<file path="src/rtl/ahci_slot_sched.sv">
// Purpose: AHCI port command-slot scheduler; owns PxCI, PxCMD.CR and PxCMD.CCS and issues pending slots round-robin.
// Latency: SCAN to issue_vld is 1 cycle; done_vld follows cmd_done by 1 cycle; all outputs registered.
// Backpressure: issue_vld/issue_slot hold until issue_rdy; one command in flight. Optional watchdog: AHCI_SLOT_WDOG_EN.
module ahci_slot_sched #(
    parameter int NUM_SLOTS = 32,
    parameter int SLOT_BITS = 5,
    parameter int WDOG_BITS = 20
) (
    input  logic                 mclk,
    input  logic                 hba_rst_n,
    input  logic                 pcmd_st,
    input  logic [NUM_SLOTS-1:0] pxci_set,
    output logic [NUM_SLOTS-1:0] pxci,
    output logic                 pcmd_cr,
    output logic [SLOT_BITS-1:0] ccs,
    output logic                 issue_vld,
    output logic [SLOT_BITS-1:0] issue_slot,
    input  logic                 issue_rdy,
    input  logic                 cmd_done,
    input  logic                 cmd_err,
    output logic                 done_vld,
    output logic [SLOT_BITS-1:0] done_slot,
    output logic                 done_err,
    output logic                 timeout_irq,
    output logic                 sched_err
);

    typedef enum logic [2:0] {
        S_IDLE  = 3'd0,
        S_SCAN  = 3'd1,
        S_ISSUE = 3'd2,
        S_WAIT  = 3'd3,
        S_ERR   = 3'd4
    } state_t;

    state_t               state_q, state_n;
    logic [SLOT_BITS-1:0] rr_q, rr_n;

    logic [NUM_SLOTS-1:0] pxci_n, pxci_clr;
    logic                 pcmd_cr_n;
    logic [SLOT_BITS-1:0] ccs_n;
    logic                 issue_vld_n;
    logic [SLOT_BITS-1:0] issue_slot_n;
    logic                 done_vld_n;
    logic [SLOT_BITS-1:0] done_slot_n;
    logic                 done_err_n;
    logic                 timeout_irq_n;
    logic                 sched_err_n;

    logic                 sel_found;
    logic [SLOT_BITS-1:0] sel_slot;
    logic                 fin, fail;

`ifdef AHCI_SLOT_WDOG_EN
    localparam logic [WDOG_BITS-1:0] WDOG_MAX  = '1;
    localparam logic [WDOG_BITS-1:0] WDOG_LAST = WDOG_MAX - WDOG_BITS'(1);
    logic [WDOG_BITS-1:0] wdog_q, wdog_n;
`endif

    // Slot index base+off, wrapped into 0..NUM_SLOTS-1.
    function automatic logic [SLOT_BITS-1:0] wrap_idx(input logic [SLOT_BITS-1:0] base, input int off);
        int s;
        s = int'(base) + off;
        if (s >= NUM_SLOTS) s = s - NUM_SLOTS;
        return s[SLOT_BITS-1:0];
    endfunction

    // Round-robin pick: first pending slot at or above rr, wrapping to 0.
    always_comb begin
        sel_found = 1'b0;
        sel_slot  = '0;
        for (int i = 0; i < NUM_SLOTS; i++) begin
            if (!sel_found && pxci[wrap_idx(rr_q, i)]) begin
                sel_found = 1'b1;
                sel_slot  = wrap_idx(rr_q, i);
            end
        end
    end

    // Next-state and next-output logic; every register holds unless a state acts on it.
    always_comb begin
        state_n       = state_q;
        rr_n          = rr_q;
        pxci_clr      = '0;
        pcmd_cr_n     = pcmd_cr;
        ccs_n         = ccs;
        issue_vld_n   = issue_vld;
        issue_slot_n  = issue_slot;
        done_vld_n    = 1'b0;
        done_slot_n   = done_slot;
        done_err_n    = done_err;
        timeout_irq_n = 1'b0;
        sched_err_n   = sched_err;
        fin           = 1'b0;
        fail          = 1'b0;
`ifdef AHCI_SLOT_WDOG_EN
        wdog_n        = wdog_q;
`endif
        case (state_q)
            S_IDLE: begin
                pcmd_cr_n = 1'b0;
                if (pcmd_st) begin
                    state_n   = S_SCAN;
                    pcmd_cr_n = 1'b1;
                end
            end
            S_SCAN: begin
                if (!pcmd_st) begin
                    state_n   = S_IDLE;
                    pxci_clr  = '1;
                    ccs_n     = '0;
                    pcmd_cr_n = 1'b0;
                end else if (sel_found) begin
                    state_n      = S_ISSUE;
                    issue_slot_n = sel_slot;
                    ccs_n        = sel_slot;
                    rr_n         = wrap_idx(sel_slot, 1);
                    issue_vld_n  = 1'b1;
                end
            end
            S_ISSUE: begin
                // Acceptance wins over a simultaneous stop: the slot is already handed off.
                if (issue_rdy) begin
                    state_n     = S_WAIT;
                    issue_vld_n = 1'b0;
`ifdef AHCI_SLOT_WDOG_EN
                    wdog_n      = '0;
`endif
                end else if (!pcmd_st) begin
                    state_n     = S_IDLE;
                    issue_vld_n = 1'b0;
                    pxci_clr    = '1;
                    pcmd_cr_n   = 1'b0;
                end
            end
            S_WAIT: begin
`ifdef AHCI_SLOT_WDOG_EN
                if (wdog_q != WDOG_MAX) wdog_n = wdog_q + WDOG_BITS'(1);
`endif
                if (cmd_done) begin
                    fin  = 1'b1;
                    fail = cmd_err;
                end
`ifdef AHCI_SLOT_WDOG_EN
                else if (wdog_q == WDOG_LAST) begin
                    fin           = 1'b1;
                    fail          = 1'b1;
                    timeout_irq_n = 1'b1;
                end
`endif
                if (fin) begin
                    done_vld_n  = 1'b1;
                    done_slot_n = issue_slot;
                    done_err_n  = fail;
                    // A stop requested while the command was in flight is honoured only now.
                    if (!pcmd_st) begin
                        state_n   = S_IDLE;
                        pxci_clr  = '1;
                        pcmd_cr_n = 1'b0;
                    end else if (fail) begin
                        state_n     = S_ERR;
                        sched_err_n = 1'b1;
                    end else begin
                        state_n  = S_SCAN;
                        pxci_clr = NUM_SLOTS'(1) << issue_slot;
                    end
                end
            end
            S_ERR: begin
                sched_err_n = 1'b1;
                if (!pcmd_st) begin
                    state_n     = S_IDLE;
                    pxci_clr    = '1;
                    ccs_n       = '0;
                    sched_err_n = 1'b0;
                    pcmd_cr_n   = 1'b0;
                end
            end
            default: begin
                state_n = S_IDLE;
            end
        endcase
        // Software set wins over a same-cycle clear of the same bit; sets are dropped while idle.
        pxci_n = (pxci & ~pxci_clr) | (pxci_set & {NUM_SLOTS{state_q != S_IDLE}});
    end

    // State register and registered outputs, synchronous active-low reset.
    always_ff @(posedge mclk) begin
        if (!hba_rst_n) begin
            state_q     <= S_IDLE;
            rr_q        <= '0;
            pxci        <= '0;
            pcmd_cr     <= 1'b0;
            ccs         <= '0;
            issue_vld   <= 1'b0;
            issue_slot  <= '0;
            done_vld    <= 1'b0;
            done_slot   <= '0;
            done_err    <= 1'b0;
            timeout_irq <= 1'b0;
            sched_err   <= 1'b0;
`ifdef AHCI_SLOT_WDOG_EN
            wdog_q      <= '0;
`endif
        end else begin
            state_q     <= state_n;
            rr_q        <= rr_n;
            pxci        <= pxci_n;
            pcmd_cr     <= pcmd_cr_n;
            ccs         <= ccs_n;
            issue_vld   <= issue_vld_n;
            issue_slot  <= issue_slot_n;
            done_vld    <= done_vld_n;
            done_slot   <= done_slot_n;
            done_err    <= done_err_n;
            timeout_irq <= timeout_irq_n;
            sched_err   <= sched_err_n;
`ifdef AHCI_SLOT_WDOG_EN
            wdog_q      <= wdog_n;
`endif
        end
    end

endmodule

</file>
<file path="config.mk">
export PLATFORM = sky130hd
export DESIGN_NAME = ahci_slot_sched
export DESIGN_NICKNAME = d
export VERILOG_FILES = /design/src/rtl/ahci_slot_sched.sv
export SDC_FILE = /design/constraint.sdc
export NUM_CORES = 1
export LEC_CHECK = 0
export CORE_UTILIZATION = 38
export CTS_BUF_LIST = sky130_fd_sc_hd__clkbuf_2
export CTS_CLUSTER_DIAMETER = 120
export DETAILED_ROUTE_END_ITERATION = 12
export PLACE_DENSITY = 0.67
export SLEW_MARGIN = 10
export SYNTH_ARGS = -nofsm -noshare
export SYNTH_HDL_FRONTEND = slang
export SYNTH_SLANG_ARGS = --single-unit
</file>
<file path="constraint.sdc">
create_clock -name mclk -period 8.8 [get_ports mclk]
set_input_delay 2.64 -clock mclk [delete_from_list [all_inputs] [get_ports mclk]]
set_output_delay 2.64 -clock mclk [all_outputs]
set_load 0.05 [all_outputs]
</file>
==> results of run 1 <==
## sequential cells by signal, summed over array words and instances (netlist names)
signal / cells
issue_slot: 5
done_slot: 5
issue_vld: 1
rr_q: 5
pcmd_cr: 1
sched_err: 1
done_vld: 1
pxci: 32
state_q: 3
ccs: 5
done_err: 1
## worst register-to-register path: cells and delay by family (launching register included)
| family | cells | cell delay (ps) |
|---|---|---|
| AO/OA/AOI/OAI | 3 | 650 |
| adder cells (fa/ha/maj) | 2 | 1060 |
| buffers and inverters | 2 | 730 |
| flip-flops | 1 | 570 |
| multiplexers | 4 | 1780 |
| AND/OR/NAND/NOR | 6 | 2370 |
## through the flow
| step | util (%) | instance area, um^2 | std cells | setup WS [ps] | hold slack (ps) |
|---|---|---|---|---|---|
| floorplan | - | 9130 | 1130 | 2890 | 618 |
| global placement | 43.4 | 10200 | 1480 | 2010 | 446 |
| detailed placement | 43.4 | 10200 | 1480 | 1840 | 446 |
| CTS | 43.7 | 10300 | 1495 | 1780 | 474 |
| global route | 43.8 | 10300 | 1495 | 1170 | 509 |
| finish | 43.8 | 10300 | 1495 | 1560 | 470 |
## power by group
part | leakage (nW) | switching, W | total, W | internal (W)
sequential | 0.491 | 0.000102 | 0.000416 | 0.000314
combinational | 2.93 | 0.00268 | 0.00408 | 0.00140
clock | 0.0566 | 0.0000981 | 0.000133 | 0.0000353
total | 3.47 | 0.00288 | 0.00463 | 0.00175
## worst max-delay path by stage
| stage | start | to | slack [ps] | cells after the start |
|---|---|---|---|---|
| final | rr_q[1]$_SDFFE_PN0P_ | rr_q[4]$_SDFFE_PN0P_ | 1560 | 17 |
| after CTS | rr_q[1]$_SDFFE_PN0P_ | rr_q[4]$_SDFFE_PN0P_ | 1780 | 17 |
| after detailed placement | rr_q[1]$_SDFFE_PN0P_ | rr_q[4]$_SDFFE_PN0P_ | 1840 | 17 |
| after global routing | rr_q[1]$_SDFFE_PN0P_ | rr_q[4]$_SDFFE_PN0P_ | 1170 | 17 |
| after floorplan | rr_q[1]$_SDFFE_PN0P_ | rr_q[4]$_SDFFE_PN0P_ | 2890 | 23 |
| after global placement | rr_q[1]$_SDFFE_PN0P_ | rr_q[4]$_SDFFE_PN0P_ | 2010 | 16 |
## synth_stat cells (5+ instances only)
master       n  area (um^2)
nand2_1    136          510
nor2_1     100          375
mux2i_1     94          941
o21ai_0     71          355
mux4_2      70         1580
dfxtp_1     60         1200
clkbuf_1    48          180
a21oi_1     47          235
a22oi_1     43          323
nand3_1     35          175
nor3_1      35          175
mux2_2      25          282
inv_1       19         71.3
nand4_1     19          119
xnor2_1     18          158
buf_2       16         80.1
o22ai_1     16          100
nor2b_1     15         93.8
nor4_1      15         93.8
o211ai_1    14          105
a211oi_1    13         97.6
ha_1        13          163
or3_1       13         81.3
nand2b_1    12         75.1
a21boi_0    10         75.1
and2_1      10         62.6
and3_1      10         62.6
a31oi_1      7         43.8
or2_2        7         43.8
xor2_1       6         52.6
a222oi_1     5         50.1
a2bb2oi_1    5         43.8
buf_1        5         18.8
buf_4        5         37.5
buf_6        5         56.3
o221ai_1     5         43.8
or4_1        5         37.5
## layout make-up
type                    count  area [um^2]  share of cell area [%]
clock buffers              11         55.1                   0.534
clock inverters             4         17.5                   0.170
inverters                  20         75.1                   0.729
multi-input cells         971         7500                    72.8
flip-flops and latches     60         1210                    11.7
well taps                 319          399                    3.87
repair buffers            110         1050                    10.2
## logic make-up (layout without fill, tap and decap cells)
family / after synthesis / count (layout)
AO/OA/AOI/OAI: 301 / 301
other: 1 / 1
multiplexers: 193 / 193
AND/OR/NAND/NOR: 435 / 435
buffers and inverters: 99 / 145
flip-flops: 60 / 60
adder cells (fa/ha/maj): 13 / 13
XOR/XNOR: 28 / 28
## per-layer routing
layer  routed length, um  track usage, %  share of wire (%)
met1               15700            43.3                 40
met2               17000            48.7                 44
met3                4340            5.48                 11
met4                1920            15.5                4.9
met5                   0               0                  0
==> results.md, run 1 <==
* GRT Total Usage at 31.9%
* Synth Area in Compound Gates at 22.5%
* Critical path cell sequence: inv_1 -> ha_1 -> buf_4 -> mux4_2 -> mux2i_1 -> mux2i_1 -> mux2i_1 -> nand4_1 -> nor3_1 -> nand4_1 -> nor4b_1 -> a221oi_1 -> nand3_1 -> ha_1 -> nor3b_1 -> a211oi_1 -> a311o_1
* Synth Warn # at 0
* Status: completed
* CTS H-tree lvls at 3
* CTS tree: done
* Req. time, crit path at 9220 ps
* CP arrival at 7650 ps
* RSZ-0062 raised after global routing: no
* Wire per inst at 26.1 um
* Cell Area, Synth at 9130 um^2
* Power Dens Cells at 449 nW/um^2
* Number of cell rows at 56
* Overall Power at about 0.0046 W
* Resized cells post-CTS at 0
* Register-to-Register Path Depth at 17
* Post CTS Setup Buffer Count at 0
* Most common cell after layout, fill and taps aside: nand2_1
* Fin crit share at 82.2%
* Adder-cell share of the synthesized area at 1.78%
* Worst hold path stage count at 2
* Chip height at 157 um
* Synth unique cells at 84
* Crit path time final at about 7200 ps
* Crit-path slowest cell: ha_1
* Die area at ~25000 um^2
* Worst Path Buf+Inv at 2
* Worst r2r dst: rr_q[4]$_SDFFE_PN0P_
* Number of synthesized flops with an enable pin at 0
* Die width at 157 um
* Slowest Stage Delay on Critical Path at 840 ps
* Yosys reg bits at 60
* CTS buffer count at 9
* Core area at 23500 um^2
* Initial core utilization at around two fifths
* Worst setup EP type: register
* CP top delay family: simple AND/OR/NAND/NOR gates
* Clock Pin Slew Worst Setup and Hold Paths at about 160 ps
* First-pass GRT wire length at 59200 um
* Fin nets at 1223
* Hold Crit Class: reg2reg
* Setup TNS at 0 ps
* Max-slew violation count at 0
* Vias in the first global route at 9580
* LEAKAGE at between 3 and 4 nW
* Register area share after synthesis at 13.2%
* F_max at 138 MHz
* MaxCap Viol Count at 0
* Hold Violations, Final at 0
* Via count at 10.3k
* Setup slack, reg-to-reg at 1560 ps
* Share of layout cells above drive strength 1 at approximately 14%
* DRC violations left at 0
* Ports at 91
* Syn avg cell area at 8.08 um^2
* Relative slew slack at approximately 22%
* DP HPWL at 29600 um
* Final setup skew at about 27 ps
* Inserted Diodes at 0
* Xor and xnor area share after synthesis at 3.02%
* CTS Root Cell: clkbuf_2
* Antenna Nets Post-Route at 0
* Port bufs at 89
* Largest family of logic cells by synthesized area: multiplexers
* Simple-Gate Fraction of Synth Area at 23.3%
* Total congestion overflow at 0
* Syn Nets at about 1.2k
* Setup violations, final at 0
* DRT iter0 DRCs at 1389
* Synth Flop Type: dfxtp_1
* Hold-fix buffer count after cts at 0
* P&R area growth vs syn at 12.8%
* CP dominant cell by count: mux2i_1
* Hold_sp: ccs[3]$_SDFFE_PN0P_
* Pin count of the biggest net entering global routing at 64
* Worst slew pin tran at 1160 ps
* CP Class: reg2reg
* R2R Path Start: rr_q[1]$_SDFFE_PN0P_
* Multiplexer share of the synthesized area at 31.3%
* Hold worst-path end: ccs[3]$_SDFFE_PN0P_
* CP Launch Type: register
* Most frequent cells in the layout: nand2_1 (136), nor2_1 (100), mux2i_1 (94), clkdlybuf4s50_1 (89), o21ai_0 (71)
* Filler cell count at 2429
* Synth async-reset ratio at 0%
* Clock sink total at 60
* Drt via density at 6.87
* Worst Path Max Fanout at 20
* First drt pass iteration count at 6
* Max IR drop VDD at roughly 0.18 mV
* Insertion delay to the later sink of the worst-skew pair at 510 ps
* Drt total wl at 39000 um
* Buffer levels on the longest clock path at 2
* RD Place Congestion at 1.04
* Initial antenna violation count at 1
* Mapped Cells at 1130
Note: power is estimated with default switching activity, not from simulation.
==> run 2, diff against run 1 <==
--- a/config.mk
+++ b/config.mk
@@ -9,7 +9,7 @@
 export CTS_BUF_LIST = sky130_fd_sc_hd__clkbuf_2
 export CTS_CLUSTER_DIAMETER = 120
 export DETAILED_ROUTE_END_ITERATION = 12
-export PLACE_DENSITY = 0.67
+export PLACE_DENSITY = 0.69
 export SLEW_MARGIN = 10
 export SYNTH_ARGS = -nofsm -noshare
 export SYNTH_HDL_FRONTEND = slang
==> constraint.sdc (replaced) <==
create_clock -name mclk -period 6.6 [get_ports mclk]
set_input_delay 1.98 -clock mclk [delete_from_list [all_inputs] [get_ports mclk]]
set_output_delay 1.98 -clock mclk [all_outputs]
set_load 0.05 [all_outputs]
==> results.md, run 2 (synthesis gave the netlist of run 1 again) <==
* Ports at 91 (unchanged)
* DP Cell Count at 1516 (+2.4%)
* Hold Crit Class: reg2reg
* Via count at 10.4k (+0.93%)
* Relative slew slack at 19.2% (-3.0 points)
* Req. time, crit path at 7010 ps (-2210 ps)
* Number of cell rows at 56 (unchanged)
* Register-to-Register Path Depth at 17 (unchanged)
* Fin util at 45.1% (+1.3 points)
* DP HPWL at 30200 um (+1.9%)
* Total congestion overflow at 0 (unchanged)
* Critical Path Sink: rr_q[4]$_SDFFE_PN0P_
* Setup slack, reg-to-reg at 500 ps (-1060 ps)
* Max IR drop VDD at 0.264 mV (+47%)
* Clock sink total at 60 (unchanged)
* Post CTS Setup Buffer Count at 0 (unchanged)
* RSZ-0062 raised after global routing: no
* First drt pass iteration count at 6 (unchanged)
* Die area at 24600 um^2 (unchanged)
* CP arrival at 6510 ps (-1140 ps)
* Worst r2r dst: rr_q[4]$_SDFFE_PN0P_
* CTS buffer count at 9 (unchanged)
* Crit path time final at 6100 ps (-1140 ps)
* Hold Violations, Final at 0 (unchanged)
* CP Class: reg2reg
* Resized cells post-CTS at 0 (unchanged)
* Filler cell count at 2405 (-0.99%)
* Buffer levels on the longest clock path at 2 (unchanged)
* First-pass GRT wire length at 58600 um (-1.0%)
* F_max at 164 MHz (+19%)
* R2R Path Start: rr_q[1]$_SDFFE_PN0P_
* Status: completed
* LEAKAGE at 3.65 nW (+5.2%)
* Drt total wl at 39100 um (+0.30%)
* Core area at 23500 um^2 (unchanged)
* Max-slew violation count at 0 (unchanged)
* GRT Total Usage at 31.4% (-0.43 points)
* Most common cell after layout, fill and taps aside: nand2_1
* CP Launch Type: register
* CTS H-tree lvls at 3 (unchanged)
* Max reg flops at 32 (unchanged)
* MaxCap Viol Count at 0 (unchanged)
* Vias in the first global route at 9515 (-0.68%)
* CTS Root Cell: clkbuf_2
* Fin nets at 1259 (+2.9%)
* Critical Path Source: rr_q[1]$_SDFFE_PN0P_
* Fin crit share at 92.4% (+10 points)
* Worst setup EP type: register
* Most frequent cells in the layout: nand2_1 (136), nor2_1 (100), mux2i_1 (94), clkdlybuf4s50_1 (89), o21ai_0 (71)
* Area of the multi-input gates at 7490 um^2 (-0.10%)
* Die width at 157 um (unchanged)
* Wire per inst at 25.5 um (-2.1%)
* Drt via density at 6.77 (-1.5%)
* DRC violations left at 0 (unchanged)
* Insertion delay to the later sink of the worst-skew pair at 490 ps (-20 ps)
* Power Dens Cells at 605 nW/um^2 (+35%)
* Pin count of the biggest net entering global routing at 57 (-11%)
* Inserted Diodes at 0 (unchanged)
* P&R area growth vs syn at 16.2%
* CTS tree: done
* Setup violations, final at 0 (unchanged)
* Final setup skew at 37.6 ps (+10.3 ps)
* Clock Pin Slew Worst Setup and Hold Paths at 190 ps (+30 ps)
* Fin cells at 1532 (+2.5%)
* Worst slew pin tran at 1210 ps (+49.5 ps)
* Initial core utilization at 38.8% (unchanged)
* Port bufs at 89 (unchanged)
* Sequential cell area at 1210 um^2 (unchanged)
* Setup TNS at 0 ps (unchanged)
* RD Place Congestion at 1.05 (+0.40%)
* Worst Path Max Fanout at 16 (-20%)
* Chip height at 157 um (unchanged)
* Hold-fix buffer count after cts at 0 (unchanged)
* DRT iter0 DRCs at 1148 (-17%)
* Share of layout cells above drive strength 1 at 16.3% (+2.5 points)
* Initial antenna violation count at 0 (-1)
* Antenna Nets Post-Route at 0 (unchanged)
* Largest Register: pxci
## run 2: cell types whose count changed in the layout (fill, tap and decap cells not counted)
cell and delta:
bufinv_16 +1, clkbuf_2 -1, xnor2_2 -1, xnor2_1 +1, buf_4 +35, buf_12 +1, clkinvlp_4 +1
## run 2: metrics by stage
step | worst slack [ps] | total power [W] | cell area, um^2 | hold slack, ps
2_1_floorplan | 686 | 0.00422 | 9130 | 618
3_3_place_gp | 693 | 0.00604 | 10500 | 444
3_5_place_dp | 648 | 0.00598 | 10500 | 449
4_1_cts | 608 | 0.00622 | 10600 | 473
5_1_grt | 134 | 0.00668 | 10600 | 499
6_report | 501 | 0.00641 | 10600 | 472
## run 2: final cells by class
type                    instances  share of cell area, %
clock inverters                 6                  0.519
well taps                     319                   3.76
multi-input cells             971                   70.6
flip-flops and latches         60                   11.4
repair buffers                146                   12.5
inverters                      20                  0.708
clock buffers                  10                  0.472
## run 2: worst min path at each step
stage | startpoint | endpoint | slack (ps) | cells after the start
2_1_floorplan | state_q[1]$_SDFFE_PN0P_ | issue_vld$_SDFFE_PN0P_ | 620 | 3
3_3_place_gp | ccs[3]$_SDFFE_PN0P_ | ccs[3]$_SDFFE_PN0P_ | 440 | 2
3_5_place_dp | done_err$_SDFFE_PN0P_ | done_err$_SDFFE_PN0P_ | 450 | 2
4_1_cts | done_err$_SDFFE_PN0P_ | done_err$_SDFFE_PN0P_ | 470 | 2
5_1_grt | done_err$_SDFFE_PN0P_ | done_err$_SDFFE_PN0P_ | 500 | 2
6_report | done_err$_SDFFE_PN0P_ | done_err$_SDFFE_PN0P_ | 470 | 2
## run 2: where the power goes
group	switching, W	leakage (nW)	total, W	internal, W
registers	0.000146	0.491	0.000564	0.000418
logic	0.00359	3.10	0.00563	0.00204
clock network	0.000135	0.0668	0.000221	0.0000854
## run 2: worst max-delay path: stages (launching register included)
cell       delay, ps
dfxtp_4          560
inv_1            100
ha_1             340
buf_4            240
mux4_2           620
mux4_2           550
mux2i_1          580
nand3_1          310
nor4_1           580
nand2_1          300
o32a_1           390
o2111ai_1        180
nand4_1          130
nand3_1          230
ha_1             240
nor3b_1          230
a211oi_1         110
a311o_1          320
## run 2: metal layers
layer / global-route usage, % / vias up / wire length (um)
li1: - / 4554 / -
met4: 16.3 / 0 / 1940
met1: 42.1 / 4963 / 15700
met3: 4.68 / 110 / 4130
met2: 49.0 / 737 / 17300
met5: 0 / - / 0
==> run 3, diff against run 2 <==
--- a/config.mk
+++ b/config.mk
@@ -5,11 +5,11 @@
 export SDC_FILE = /design/constraint.sdc
 export NUM_CORES = 1
 export LEC_CHECK = 0
-export CORE_UTILIZATION = 38
+export CORE_UTILIZATION = 55
 export CTS_BUF_LIST = sky130_fd_sc_hd__clkbuf_2
 export CTS_CLUSTER_DIAMETER = 120
 export DETAILED_ROUTE_END_ITERATION = 12
-export PLACE_DENSITY = 0.69
+export PLACE_DENSITY = 0.9
 export SLEW_MARGIN = 10
 export SYNTH_ARGS = -nofsm -noshare
 export SYNTH_HDL_FRONTEND = slang
==> results.md, run 3 (synthesis gave the netlist of run 1 again) <==
* Number of cell rows at 46 (-18%)
* P&R area growth vs syn at 14.7%
* Max-slew violation count at 0 (unchanged)
* First drt pass iteration count at 12 (+6)
* Core area at 16100 um^2 (-32%)
* CP Class: reg2reg
* Fin crit share at 95.4% (+3.0 points)
* Relative slew slack at 22.3% (+3.1 points)
* RD Place Congestion at 1.10 (+5.3%)
* LEAKAGE at 3.65 nW (about the same)
* Drt total wl at 40400 um (+3.3%)
* Share of layout cells above drive strength 1 at 16.3% (about the same)
* Fin nets at 1255 (-0.32%)
* Filler cell count at 1288 (-46%)
* Initial core utilization at 56.8% (+18 points)
* Final setup skew at 22.1 ps (-15.6 ps)
* Vias in the first global route at 10.1k (+6.5%)
* CTS Root Cell: clkbuf_2
* Power Dens Cells at 617 nW/um^2 (+2.0%)
* Buffer levels on the longest clock path at 2 (unchanged)
* MaxCap Viol Count at 0 (unchanged)
* Status: completed
* Wire per inst at 28.3 um (+11%)
* Total congestion overflow at 0 (unchanged)
* DRC violations left at 0 (unchanged)
* Port bufs at 89 (unchanged)
* First-pass GRT wire length at 61100 um (+4.3%)
* DP HPWL at 29500 um (-2.1%)
* Hold Crit Class: reg2reg
* WHS at 475 ps (+3.00 ps)
* Drt via density at 7.73 (+14%)
* Pin count of the biggest net entering global routing at 57 (unchanged)
* Clock sink total at 60 (unchanged)
* Setup TNS at 0 ps (unchanged)
* Most frequent cells in the layout: nand2_1 (136), nor2_1 (100), mux2i_1 (93), clkdlybuf4s50_1 (89), o21ai_0 (71)
* Insertion delay to the later sink of the worst-skew pair at 540 ps (+50 ps)
* Chip height at 131 um (-17%)
* Worst Path Max Fanout at 29 (+13)
* CTS buffer count at 9 (unchanged)
* Max IR drop VDD at 0.358 mV (+36%)
* Ports at 91 (unchanged)
* Die area at 17100 um^2 (-31%)
* CTS tree: done
* Via count at 11.0k (+6.3%)
* Antenna Nets Post-Route at 0 (unchanged)
* Max reg flops at 32 (unchanged)
* Req. time, crit path at 7000 ps (about the same)
* Overall Power at 0.00646 W (+0.73%)
* Most common cell after layout, fill and taps aside: nand2_1
* Worst slew pin tran at 1160 ps (-50.2 ps)
* CP Launch Type: register
* Post CTS Setup Buffer Count at 0 (unchanged)
* F_max at 159 MHz (-3.2%)
* Initial antenna violation count at 3 (+3)
* DRT iter0 DRCs at 2047 (+78%)
* Clock Pin Slew Worst Setup and Hold Paths at 200 ps (about the same)
* Die width at 131 um (-17%)
* Setup violations, final at 0 (unchanged)
* Worst setup EP type: register
* Largest Register: pxci
* Crit path time final at 6300 ps (+198 ps)
* Hold Violations, Final at 0 (unchanged)
* GRT Total Usage at 48.5% (+17 points)
* RSZ-0062 raised after global routing: no
* CP arrival at 6700 ps (+190 ps)
* CTS H-tree lvls at 3 (unchanged)
==> run 3: layout make-up <==
cell class                      instances  area (um^2)  share of cell area [%]
Antenna cell                            1         2.50                  0.0239
Clock buffer                           10         50.0                   0.478
Clock inverter                          5         76.3                   0.729
Inverter                               20         75.1                   0.717
Multi-Input combinational cell        971         7500                    71.6
Sequential cell                        60         1210                    11.5
Tap cell                              216          270                    2.58
Timing Repair Buffer                  142         1290                    12.3
==> run 3: critical path, stage by stage, from the launching register on <==
cell and delay, ps:
dfxtp_2 810, buf_4 480, mux4_2 570, a32o_1 230
a31oi_1 730, o21a_1 550, nor2b_1 550, nand4_1 220
nor3_1 560, a22oi_1 210, nand4_1 180, nand3_1 210
ha_1 350, nand2_1 50, a21oi_1 410
==> run 3: path summary, 6_finish.rpt <==
path	startpoint	end	slack (ps)	cells after the start
max reg2reg	rr_q[0]$_SDFFE_PN0P_	rr_q[1]$_SDFFE_PN0P_	300	14
min reg2reg	ccs[3]$_SDFFE_PN0P_	ccs[3]$_SDFFE_PN0P_	480	2
min	ccs[3]$_SDFFE_PN0P_	ccs[3]$_SDFFE_PN0P_	480	2
max	rr_q[0]$_SDFFE_PN0P_	rr_q[1]$_SDFFE_PN0P_	300	14
==> run 3: per-stage QoR <==
step | utilization (%) | instances | setup WS [ps] | instance area, um^2
2_1_floorplan | - | 1130 | 686 | 9130
3_3_place_gp | 64.3 | 1409 | 522 | 10300
3_5_place_dp | 64.3 | 1409 | 493 | 10300
4_1_cts | 65.1 | 1424 | 433 | 10500
5_1_grt | 65.2 | 1424 | 95.5 | 10500
6_report | 65.2 | 1425 | 302 | 10500
==> run 3: report_power, final <==
part | switching [W] | leakage, nW | total, W | internal (W)
Combinational | 0.00360 | 3.08 | 0.00559 | 0.00200
Clock | 0.000152 | 0.0821 | 0.000276 | 0.000124
Sequential | 0.000174 | 0.491 | 0.000592 | 0.000418
Total | 0.00392 | 3.65 | 0.00646 | 0.00254
==> run 3: repair_timing <==
| item | CTS | global route |
|---|---|---|
| setup endpoints to repair | 0 | 3 |
| resized for setup | 0 | 2 |
| hold buffers | 0 | 0 |
==> run 3: per-layer routing <==
| layer | part of all wire, % | up-vias | track usage (%) |
|---|---|---|---|
| met1 | 33 | 4953 | 57.2 |
| li1 | - | 4554 | - |
| met5 | 0.069 | - | 0 |
| met2 | 41 | 1168 | 70.4 |
| met3 | 17 | 336 | 21.4 |
| met4 | 9.1 | 4 | 34.3 |
